`src/rtl/frame_ram_arbiter_if.sv`:
```
// Client-side bus of the frame RAM arbiter: motion-compensation client 0 (read/write),
// display client 1 (read only), and the shared read-return data.
interface frame_ram_arbiter_if #(
  parameter int AW = 16,
  parameter int DW = 8
);
  logic          req0;
  logic          we0;
  logic [AW-1:0] addr0;
  logic [DW-1:0] wdata0;
  logic          gnt0;
  logic          rvalid0;

  logic          req1;
  logic [AW-1:0] addr1;
  logic          gnt1;
  logic          rvalid1;

  logic [DW-1:0] rdata;

  modport master (
    output req0, we0, addr0, wdata0, req1, addr1,
    input  gnt0, rvalid0, gnt1, rvalid1, rdata
  );

  modport slave (
    input  req0, we0, addr0, wdata0, req1, addr1,
    output gnt0, rvalid0, gnt1, rvalid1, rdata
  );
endinterface

```
`src/rtl/frame_ram_arbiter.sv`:
```
// Round-robin arbiter with a burst cap sharing one single-port frame RAM between two clients.
// Registers the RAM command and steers the read-return valid back to the issuing client.
module frame_ram_arbiter #(
  parameter int AW        = 16,
  parameter int DW        = 8,
  parameter int MAX_BURST = 4,
  parameter int RAM_LAT   = 1
) (
  input  logic                CLK,
  input  logic                reset,
  frame_ram_arbiter_if.slave  bus,
  output logic                ram_we,
  output logic [AW-1:0]       ram_addr,
  output logic [DW-1:0]       ram_din,
  input  logic [DW-1:0]       ram_dout
);

  if (MAX_BURST < 1 || MAX_BURST > 15) begin : g_bad_burst
    $error("MAX_BURST must be in 1..15");
  end
  if (RAM_LAT < 1 || RAM_LAT > 3) begin : g_bad_lat
    $error("RAM_LAT must be in 1..3");
  end

  localparam logic [3:0] CAP = 4'(MAX_BURST);

  function automatic logic [3:0] sat_inc(input logic [3:0] cnt);
    sat_inc = (cnt >= CAP) ? CAP : cnt + 4'd1;
  endfunction

  logic       r_prio;
  logic       r_last;
  logic [3:0] r_burst_cnt;

  logic       w_gnt0;
  logic       w_gnt1;
  logic       w_xfer;
  logic       w_win;
  logic       w_prio_nxt;
  logic       w_last_nxt;
  logic [3:0] w_cnt_nxt;

  // Arbitration state register
  always_ff @(posedge CLK or negedge reset) begin
    if (!reset) begin
      r_prio      <= 1'b0;
      r_last      <= 1'b0;
      r_burst_cnt <= 4'd0;
    end else begin
      r_prio      <= w_prio_nxt;
      r_last      <= w_last_nxt;
      r_burst_cnt <= w_cnt_nxt;
    end
  end

  // Next arbitration state: a client switch restarts the burst and hands it priority until its cap
  always_comb begin
    w_xfer     = w_gnt0 | w_gnt1;
    w_win      = w_gnt1;
    w_prio_nxt = r_prio;
    w_last_nxt = r_last;
    w_cnt_nxt  = r_burst_cnt;
    if (w_xfer) begin
      if (w_win == r_last) begin
        w_cnt_nxt = sat_inc(r_burst_cnt);
      end else begin
        w_cnt_nxt  = 4'd1;
        w_last_nxt = w_win;
      end
      if (w_cnt_nxt >= CAP) begin
        w_prio_nxt = ~w_win;
      end else if (w_win != r_last) begin
        w_prio_nxt = w_win;
      end
    end
  end

  // Grant outputs: a lone requester always wins, prio only breaks ties
  always_comb begin
    w_gnt0 = 1'b0;
    w_gnt1 = 1'b0;
    if (reset) begin
      if (bus.req0 && bus.req1) begin
        w_gnt0 = ~r_prio;
        w_gnt1 = r_prio;
      end else begin
        w_gnt0 = bus.req0;
        w_gnt1 = bus.req1;
      end
    end
  end

  assign bus.gnt0 = w_gnt0;
  assign bus.gnt1 = w_gnt1;

  logic          r_we_p0;
  logic [AW-1:0] r_addr_p0;
  logic [DW-1:0] r_din_p0;
  logic          r_vld_p0;
  logic          r_id_p0;

  // Stage p0: registered RAM command, tagged with read-valid and client id
  always_ff @(posedge CLK or negedge reset) begin
    if (!reset) begin
      r_we_p0   <= 1'b0;
      r_addr_p0 <= '0;
      r_din_p0  <= '0;
      r_vld_p0  <= 1'b0;
      r_id_p0   <= 1'b0;
    end else begin
      r_we_p0  <= 1'b0;
      r_vld_p0 <= 1'b0;
      if (w_gnt0) begin
        r_we_p0   <= bus.we0;
        r_addr_p0 <= bus.addr0;
        r_din_p0  <= bus.wdata0;
        r_vld_p0  <= ~bus.we0;
        r_id_p0   <= 1'b0;
      end else if (w_gnt1) begin
        r_addr_p0 <= bus.addr1;
        r_din_p0  <= '0;
        r_vld_p0  <= 1'b1;
        r_id_p0   <= 1'b1;
      end
    end
  end

  assign ram_we   = r_we_p0;
  assign ram_addr = r_addr_p0;
  assign ram_din  = r_din_p0;

  logic [RAM_LAT-1:0] r_vld_p1;
  logic [RAM_LAT-1:0] r_id_p1;

  // Stage p1: read-return tag pipeline matched to the RAM read latency
  always_ff @(posedge CLK or negedge reset) begin
    if (!reset) begin
      r_vld_p1 <= '0;
      r_id_p1  <= '0;
    end else begin
      r_vld_p1[0] <= r_vld_p0;
      r_id_p1[0]  <= r_id_p0;
      for (int i = 1; i < RAM_LAT; i++) begin
        r_vld_p1[i] <= r_vld_p1[i-1];
        r_id_p1[i]  <= r_id_p1[i-1];
      end
    end
  end

  assign bus.rvalid0 = r_vld_p1[RAM_LAT-1] & ~r_id_p1[RAM_LAT-1];
  assign bus.rvalid1 = r_vld_p1[RAM_LAT-1] &  r_id_p1[RAM_LAT-1];
  assign bus.rdata   = ram_dout;

endmodule

```
`src/flat_wrapper.sv`:
```
// flat-port wrapper written by rule: the top's interface ports become plain ports
module frame_ram_arbiter_flat 
#(
  parameter int AW        = 16,
  parameter int DW        = 8,
  parameter int MAX_BURST = 4,
  parameter int RAM_LAT   = 1
)
  (CLK, reset, ram_we, ram_addr, ram_din, ram_dout, bus_req0, bus_we0, bus_addr0, bus_wdata0, bus_req1, bus_addr1, bus_gnt0, bus_rvalid0, bus_gnt1, bus_rvalid1, bus_rdata);
  frame_ram_arbiter_if #(.AW(AW), .DW(DW)) bus_i ();
  input  logic CLK;
  input  logic reset;
  output logic ram_we;
  output logic [AW-1:0] ram_addr;
  output logic [DW-1:0] ram_din;
  input  logic [DW-1:0] ram_dout;
  input wire logic [$bits(bus_i.req0)-1:0] bus_req0;
  input wire logic [$bits(bus_i.we0)-1:0] bus_we0;
  input wire logic [$bits(bus_i.addr0)-1:0] bus_addr0;
  input wire logic [$bits(bus_i.wdata0)-1:0] bus_wdata0;
  input wire logic [$bits(bus_i.req1)-1:0] bus_req1;
  input wire logic [$bits(bus_i.addr1)-1:0] bus_addr1;
  output wire logic [$bits(bus_i.gnt0)-1:0] bus_gnt0;
  output wire logic [$bits(bus_i.rvalid0)-1:0] bus_rvalid0;
  output wire logic [$bits(bus_i.gnt1)-1:0] bus_gnt1;
  output wire logic [$bits(bus_i.rvalid1)-1:0] bus_rvalid1;
  output wire logic [$bits(bus_i.rdata)-1:0] bus_rdata;
  assign bus_i.req0 = bus_req0;
  assign bus_i.we0 = bus_we0;
  assign bus_i.addr0 = bus_addr0;
  assign bus_i.wdata0 = bus_wdata0;
  assign bus_i.req1 = bus_req1;
  assign bus_i.addr1 = bus_addr1;
  assign bus_gnt0 = bus_i.gnt0;
  assign bus_rvalid0 = bus_i.rvalid0;
  assign bus_gnt1 = bus_i.gnt1;
  assign bus_rvalid1 = bus_i.rvalid1;
  assign bus_rdata = bus_i.rdata;
  frame_ram_arbiter #(.AW(AW), .DW(DW), .MAX_BURST(MAX_BURST), .RAM_LAT(RAM_LAT)) u_core (.CLK(CLK), .reset(reset), .bus(bus_i), .ram_we(ram_we), .ram_addr(ram_addr), .ram_din(ram_din), .ram_dout(ram_dout));
endmodule
```
`config.mk`:
```
export PLATFORM = sky130hd
export DESIGN_NAME = frame_ram_arbiter_flat
export DESIGN_NICKNAME = d
export VERILOG_FILES = /design/src/rtl/frame_ram_arbiter_if.sv /design/src/rtl/frame_ram_arbiter.sv /design/src/flat_wrapper.sv
export SDC_FILE = /design/constraint.sdc
export NUM_CORES = 1
export LEC_CHECK = 0
export BUFFER_PORTS_ARGS = -buffer_cell sky130_fd_sc_hd__buf_2
export CAP_MARGIN = 20
export CELL_PAD_IN_SITES_DETAIL_PLACEMENT = 0
export CELL_PAD_IN_SITES_GLOBAL_PLACEMENT = 2
export CORE_UTILIZATION = 25
export DETAILED_ROUTE_END_ITERATION = 7
export GPL_TIMING_DRIVEN = 0
export PLACE_DENSITY = 0.79
export RECOVER_POWER = 100
export SETUP_SLACK_MARGIN = 0.02
export SYNTH_ARGS = -nofsm -noshare
export SYNTH_HDL_FRONTEND = slang
export SYNTH_SLANG_ARGS = --single-unit
export TNS_END_PERCENT = 50
```
`constraint.sdc`:
```
create_clock -name CLK -period 1.41 [get_ports CLK]
set_input_delay 0.2115 -clock CLK [delete_from_list [all_inputs] [get_ports CLK]]
set_output_delay 0.2115 -clock CLK [all_outputs]
set_load 0.05 [all_outputs]
```
==> impl_summary.md, run 1 <==
Outcome
The run finished, with violations left. The checks that failed: negative hold slack, negative setup slack.

Synthesis
For this run, the number of Yosys warnings is 0. The post-synthesis net count is 175. Each instance of the synthesized netlist takes up on average 12.7 sq um. The number of distinct standard cells referenced by the synthesized netlist is 32. The cell area that synthesis handed to floorplanning was 0.00154 sq mm. The synthesis-stage register bit count is 35. The synthesized instance count is 121. The sequential fraction of the synthesis area is 57.0%.

STA
The number of endpoints with negative hold slack in the final report came to 35. Derived from the worst setup path, the maximum achievable clock frequency is 676 MHz. The ratio of final minimum period to clock period is 105%.

The count of pins over their slew limit came to 0. In this run the tightest slew margin relative to its limit is 60.3%. Setup repair after global routing could not meet its margin everywhere. Once routing completed, OpenROAD measured the worst setup slack at -68.4 ps.

The transition at the pin with the smallest max-transition slack is 598 ps. The smallest hold slack is -175 ps. Across the routed clock network, the largest skew measured is 6.75 ps. Setup violations remaining at the end of the flow were counted as 2. The final critical path time including I/O delays and setup is 1480 ps.

Finish
Cells with a size suffix above 1 make up 49.8% of the layout. The final layout contains 271 nets. The core utilization of the finished layout is 37.6%. The antenna diode count is 0.

The area growth from synthesis to layout is 44.8%. Leaving out filler cells and counting taps, the final layout contains 292.

Global routing
The met1 track demand over resource in global routing is 17.5%. The overall track demand over capacity in global routing is 13.3%. The global-route met2 utilization is 20.5%. The remaining global-route overflow is 0.

The number of global-route vias before repair is 1276. The number of antenna violations at the first check in global routing is 0. The first global-routing pass estimated 6390 microns of wire. Entering global routing, the biggest net connects 43 pins. The met3 track demand over resource in global routing is 3.07%.

The busiest layer in global routing is met2.

Placed design
Summed over all nets, the half-perimeter wirelength after detailed placement is 2720 microns. Routability-driven placement finished with a final weighted congestion of 0.657. In this run, placement finished with an instance count of 277. The count of buffers added on input and output ports is 81.

Routing
After the first detailed-routing iteration, the DRC count stood at 80. Summing over every cut layer, the via total after detailed routing is 1355. The first detailed-routing pass ran for 4 iterations.

The final layout contains routed wiring with a total length of 4060 microns. The number of nets still failing antenna checks after routing is 0. Dividing the detail-routed wire length by the instance count gives 13.9 microns. The via-per-instance ratio is 4.64.

The count of unresolved DRC violations after routing is 0.

Power and ir drop
The standby leakage power is 0.00113 uW. IR analysis of the VDD net gives a maximum drop of 0.695 mV. The switching power of the nets is 1450 uW.

The internal power of the cells totals 2150 uW. For this design the ratio of total power to cell area is 1620 mW/mm^2. The switching fraction of total power is 40.3%.

The post-layout total power is 3600 uW. Per report_power, the clock group accounts for 20.3% of the total. The share of total power dissipated in sequential elements is 37.9%. The combinational fraction of design power is 41.9%.

Clock tree
The number of buffers created by CTS is 5. The number of sinks handled by clock tree synthesis is 35. Counting along the longest clock path gives a buffer depth of 2. TritonCTS built the clock tree. The H-tree generated during clock tree synthesis spans 2 levels. The clock latency on the worst-skew pair is 280 ps.

After clock tree synthesis, the clock-pin slew on the worst setup and hold paths is 70 ps. In this run the clock root is driven by a sky130_fd_sc_hd__clkbuf_8.

Worst setup path
The cell family with the largest share of critical-path delay is buffers and inverters. The worst setup path is launched from a flip-flop. The origin of the critical flop-to-flop path is u_core.r_prio. The endpoint class of the critical path is an output port. The data arrival time of the critical path is 1270 ps. Data on the critical path is required at its endpoint by 1200 ps. The signal on the critical path passes through buf_4 > nor2b_4 > nor2_2 > buf_6 > buf_8. The master of the slowest instance on the critical path is sky130_fd_sc_hd__dfrtp_1. Counting both buffers and inverters, the worst setup path holds a total of 3. The largest fanout on the critical path is 3.

The number of cells on the worst reg-to-reg path is 6. The largest single stage delay on the critical path is 400 ps. The critical path class is reg2out. In this run the critical register-to-register path is captured at u_core.ram_addr[9].

The worst register-to-register path has a setup slack of 10 ps.

Floorplan
In this run the vertical extent of the chip is 80.4 microns. The core box area is 0.00592 sq mm. The die boundary width is 80.4 microns. The initial utilization of the core area, before any placement, comes to 26.0%. The row count is 28.

The die outline area is 0.00646 sq mm. The count of pins on the block boundary is 90.

Job
Max-cap violations in this run came to 0.

Min path
The tightest min-delay check is of the in2async type.
[cells in the final DEF, fill, tap and decap left out, types with 6 or more instances in the layout]
cell | Yosys | final
sky130_fd_sc_hd__buf_2 | 4 | 45
sky130_fd_sc_hd__dfrtp_1 | 35 | 35
sky130_fd_sc_hd__clkbuf_2 | 0 | 29
sky130_fd_sc_hd__and2_1 | 18 | 18
sky130_fd_sc_hd__a221o_1 | 16 | 16
sky130_fd_sc_hd__buf_4 | 8 | 11
sky130_fd_sc_hd__clkbuf_1 | 1 | 9
sky130_fd_sc_hd__a22o_1 | 8 | 8
sky130_fd_sc_hd__buf_6 | 2 | 6
sky130_fd_sc_hd__clkbuf_8 | 0 | 6
[routing by layer]
layer	part of all wire (%)	vias up
li1	-	638
met1	45	655
met2	47	55
met3	6.5	7
met4	1.7	0
met5	0	-
[cell type report]
| type | instances | area (sq um) |
|---|---|---|
| fillers | 622 | 3700 |
| flip-flops and latches | 35 | 876 |
| multi-input cells | 70 | 564 |
| repair buffers | 89 | 487 |
| plain buffers | 15 | 113 |
| well taps | 75 | 93.8 |
| clock buffers | 6 | 82.6 |
| clock inverters | 1 | 5.00 |
| inverters | 1 | 3.75 |
[cells by family after synthesis]
family	after synthesis	synth area share, %
AO/OA/AOI/OAI	38	22.6
flip-flops	35	57.0
buffers and inverters	16	7.17
adder cells (fa/ha/maj)	1	0.814
AND/OR/NAND/NOR	31	12.4
[sequential cells by signal, indices dropped and copies added, names as in the netlist]
| signal | count |
|---|---|
| u_core.r_vld_p0 | 1 |
| u_core.r_id_p0 | 1 |
| u_core.ram_addr | 16 |
| u_core.r_id_p1 | 1 |
| u_core.ram_din | 8 |
| u_core.ram_we | 1 |
| u_core.r_last | 1 |
| u_core.r_burst_cnt | 4 |
| u_core.r_prio | 1 |
| u_core.r_vld_p1 | 1 |
[timing repair]
item	in CTS	in global routing
pin swaps	3	4
hold endpoints to repair	35	35
resized for setup	12	4
buffers inserted	7	1
setup endpoints to repair	33	18
[metrics by stage]
stage	setup WS [ps]	hold slack [ps]	TNS, ps	instance area, sq um
final	-68.4	-175	-134	2220
after global routing	-128	-157	-585	2220
after CTS	-112	-161	-183	2220
after detailed placement	-815	353	-18600	2040
after global placement	-817	335	-18660	2040
after floorplan	139	-84.1	0	1540
[worst max path at each step]
| stage | depth (start not counted) | end | slack (ps) | startpoint |
|---|---|---|---|---|
| CTS | 4 | bus_gnt0 | -110 | u_core.r_prio |
| detailed placement | 5 | bus_gnt0 | -810 | reset |
| global route | 5 | bus_gnt1 | -130 | u_core.r_prio |
| global placement | 5 | bus_gnt0 | -820 | reset |
| finish | 5 | bus_gnt1 | -70 | u_core.r_prio |
| floorplan | 4 | u_core.ram_addr[10] | 140 | u_core.r_prio |
[synthesized netlist by cell type (all sizes together)]
cell / number / area [sq um]
o21a: 1 / 7.51
o22a: 2 / 17.5
clkbuf: 1 / 3.75
nor2b: 2 / 15.0
a21bo: 1 / 16.3
a21boi: 1 / 7.51
ha: 1 / 12.5
a32o: 2 / 20.0
buf: 14 / 103
o21ai: 1 / 5.00
o221ai: 1 / 8.76
o2bb2ai: 1 / 8.76
nor3b: 1 / 7.51
nor3: 2 / 10.0
a22o: 8 / 70.1
or3: 1 / 6.26
inv: 1 / 3.75
nand2: 2 / 7.51
a21oi: 1 / 5.00
nor2: 3 / 18.8
a211o: 1 / 8.76
a221o: 16 / 160
or2: 1 / 6.26
o22ai: 1 / 6.26
a31oi: 1 / 6.26
and2: 19 / 119
dfrtp: 35 / 876
[power by group through the flow]
stage	logic [uW]	registers (uW)	clock network (uW)
after floorplan	546	1850	0
after global placement	1380	1370	0
after detailed placement	1380	1370	0
after CTS	1500	1360	758
after global routing	1620	1400	797
final	1510	1360	730
No activity file was read; power rests on OpenSTA's default activity.
==> run 2: changes to the inputs <==
--- a/config.mk
+++ b/config.mk
@@ -9,11 +9,14 @@
 export CAP_MARGIN = 20
 export CELL_PAD_IN_SITES_DETAIL_PLACEMENT = 0
 export CELL_PAD_IN_SITES_GLOBAL_PLACEMENT = 2
+export CORE_MARGIN = 4
 export CORE_UTILIZATION = 25
+export CTS_CLUSTER_SIZE = 28
 export DETAILED_ROUTE_END_ITERATION = 7
 export GPL_TIMING_DRIVEN = 0
 export PLACE_DENSITY = 0.79
 export RECOVER_POWER = 100
+export REMOVE_ABC_BUFFERS = 1
 export SETUP_SLACK_MARGIN = 0.02
 export SYNTH_ARGS = -nofsm -noshare
 export SYNTH_HDL_FRONTEND = slang
==> impl_summary.md, run 2 (synthesis gave the netlist of run 1 again) <==
Placed design
The post-detailed-placement half-perimeter wirelength is 2680 microns (-1.2%). The post-place setup slack is -1040 ps (-222 ps). The number of port buffers is 73 (-9.9%).

The placed cell area is 0.00192 sq mm (-5.9%). The final weighted congestion in routability-driven placement is 0.680 (+3.4%).

STA
The final critical path time including I/O delays and setup is 1500 ps (+22.8 ps). The maximum clock frequency is 666 MHz (-1.5%). The worst relative slew slack came to 61.2% (+0.85 points).

The number of endpoints with negative hold slack in the final report is 35 (unchanged). The transition at the pin with the smallest max-transition slack is 582 ps (-15.4 ps). Setup repair after global routing could not meet its margin everywhere.

The post-route worst setup slack was -91.2 ps (-22.8 ps). The setup TNS was -186 ps (-51.4 ps). The final number of setup-violating endpoints is 5 (+3). The ratio of final minimum period to clock period is 106% (+1.6 points). The count of pins over their slew limit was 0 (unchanged). The smallest hold slack is -175 ps (-0.594 ps). The clock skew after layout was 7.73 ps (+0.983 ps).

Finish
In the layout the commonest cells are sky130_fd_sc_hd__buf_2, sky130_fd_sc_hd__dfrtp_1, sky130_fd_sc_hd__clkbuf_2. The number of flip-flops in the largest register came to 16 (unchanged). The count of nets after finishing is 250 (-7.7%). The fraction of final layout cells with drive strength greater than 1 is 49.2% (-0.53 points). The leading cell type in the layout, fill and taps excluded is sky130_fd_sc_hd__buf_2. The finished layout cell area is 0.00213 sq mm (-4.4%). The area growth from synthesis to layout is 38.4%. The number of filler instances in the final layout was 596 (-4.2%). The antenna diode count was 0 (unchanged).

Worst setup path
The endpoint class of the critical path is an output port. The critical path is of the reg2out type. The critical path startpoint category is a flip-flop. The largest fanout on the critical path is 3 (unchanged).

The cell depth of the worst flop-to-flop path is 6 (unchanged). The endpoint identified for the worst register-to-register timing path is u_core.ram_addr[1]. The data arrival time of the critical path is 1290 ps (+20 ps). The required time of the critical path is 1200 ps (about the same).

The setup slack of the worst register-to-register path is -20 ps (-30 ps). The worst setup path startpoint is u_core.r_prio. Following the worst setup path forward leads to its endpoint at bus_gnt1. The startpoint identified for the worst register-to-register timing path is u_core.r_prio.

Routing
The initial DRC count is 29 (-64%). The routed wire length is 4130 microns (+1.6%). The number of nets still failing antenna checks after routing is 0 (unchanged). The count of TritonRoute iterations in the first routing pass was 4 (unchanged). The per-cell routed wire length is 15.2 microns (+9.1%).

The count of unresolved DRC violations after routing was 0 (unchanged). The overall via count from detail_route is 1246 (-8.0%). The via-per-instance ratio is 4.58 (-1.3%).

Clock tree
The clock tree root driver cell is sky130_fd_sc_hd__clkbuf_8. The number of sinks handled by clock tree synthesis came to 35 (unchanged). TritonCTS built the clock tree. The clock-pin slew of the registers on the worst-case setup and hold paths was 80 ps (about the same). The number of buffers created by CTS is 5 (unchanged).

The CTS H-tree depth is 2 (unchanged). The clock latency on the worst-skew pair is 290 ps (about the same). The maximum clock path buffer count came to 2 (unchanged).

Global routing
The number of global-route vias before repair is 1383 (+8.4%). The pin count of the biggest net entering global routing is 43 (unchanged). The number of antenna violations at the first check in global routing is 0 (unchanged). The remaining global-route overflow is 0 (unchanged). The global-route wire length before repair came to 6810 microns (+6.6%). The overall track demand over capacity in global routing is 11.8% (-1.5 points).

Power and ir drop
The areal power density over the cells was 1650 mW/mm^2 (+1.7%). The standby leakage power came to 0.00107 uW (-5.7%). The largest voltage drop on the vdd net is 0.501 mV (-28%).

Floorplan
The core box area was 0.00596 sq mm (+0.59%). The count of pins on the block boundary is 90 (unchanged). The die boundary width is 86.4 microns (+7.5%). The initial standard-cell utilization of the core is 25.8% (-0.15 points). The row count is 28 (unchanged). The height of the die is 86.4 microns (+7.5%).

The die outline area came to 0.00746 sq mm (+15%).

Outcome
The run finished, with violations left. The checks that failed: negative hold slack, negative setup slack.

Job
The max-cap check violation count is 0 (unchanged).

Min path
The type of the most critical hold path is in2async.
## run 2: cell types whose count changed in the layout (fill, tap and decap cells not counted), moves of 2 or more
cell,before,now
sky130_fd_sc_hd__clkbuf_1,9,0
sky130_fd_sc_hd__buf_4,11,4
sky130_fd_sc_hd__buf_2,45,43
sky130_fd_sc_hd__buf_6,6,4
sky130_fd_sc_hd__clkbuf_2,29,27
sky130_fd_sc_hd__clkbuf_4,2,0
sky130_fd_sc_hd__clkinv_2,1,3
sky130_fd_sc_hd__nor2_4,1,3
## run 2: through the flow
stage / power, uW / utilization, % / std cells / hold slack [ps]
floorplan: 2310 / - / 106 / -84.1
global placement: 2660 / 31.7 / 254 / 337
detailed placement: 2670 / 32.2 / 256 / 337
CTS: 3530 / 35.4 / 271 / -171
global route: 3740 / 35.7 / 272 / -158
finish: 3500 / 35.7 / 272 / -175
## run 2: worst min-delay path by stage
| stage | to | from | slack [ps] |
|---|---|---|---|
| floorplan | u_core.r_burst_cnt[0] | reset | -80 |
| global placement | u_core.r_vld_p1 | u_core.r_vld_p0 | 340 |
| detailed placement | u_core.r_vld_p1 | u_core.r_vld_p0 | 340 |
| CTS | u_core.ram_addr[8] | reset | -170 |
| global route | u_core.ram_addr[15] | reset | -160 |
| finish | u_core.ram_addr[15] | reset | -180 |
## run 2: metal layers
metal	track usage [%]	share of wire [%]	routed length [microns]	up-vias
li1	-	-	-	595
met1	14.7	44	1810	582
met2	19.2	47	1930	65
met3	3.52	7.9	328	4
met4	4.25	1.4	59	0
met5	0	0	0	-
## run 2: power breakdown
group / internal, uW / switching (uW)
Combinational: 523 / 913
Sequential: 1220 / 134
Clock: 338 / 370
## run 2: what timing repair did
item,CTS,global route
setup endpoints to repair,34,20
setup buffers,6,1
gates resized for setup,15,3
cloned,1,0
hold endpoints to repair,35,35
pin swaps,2,1
## run 2: layout make-up
| type | instances | area, sq um | share of cell area, % |
|---|---|---|---|
| inverter | 1 | 3.75 | 0.177 |
| clock buffer | 5 | 68.8 | 3.24 |
| multi-input combinational | 71 | 578 | 27.2 |
| tap | 75 | 93.8 | 4.41 |
| clock inverter | 3 | 15.0 | 0.706 |
| timing repair buffer | 82 | 490 | 23.1 |
| sequential | 35 | 876 | 41.2 |
## run 2: worst max-delay path: stages (launching register included)
cell                      delay, ps
sky130_fd_sc_hd__dfrtp_1        420
sky130_fd_sc_hd__buf_6          130
sky130_fd_sc_hd__nor2b_4        130
sky130_fd_sc_hd__nor2_4          50
sky130_fd_sc_hd__buf_8          120
sky130_fd_sc_hd__buf_8          140
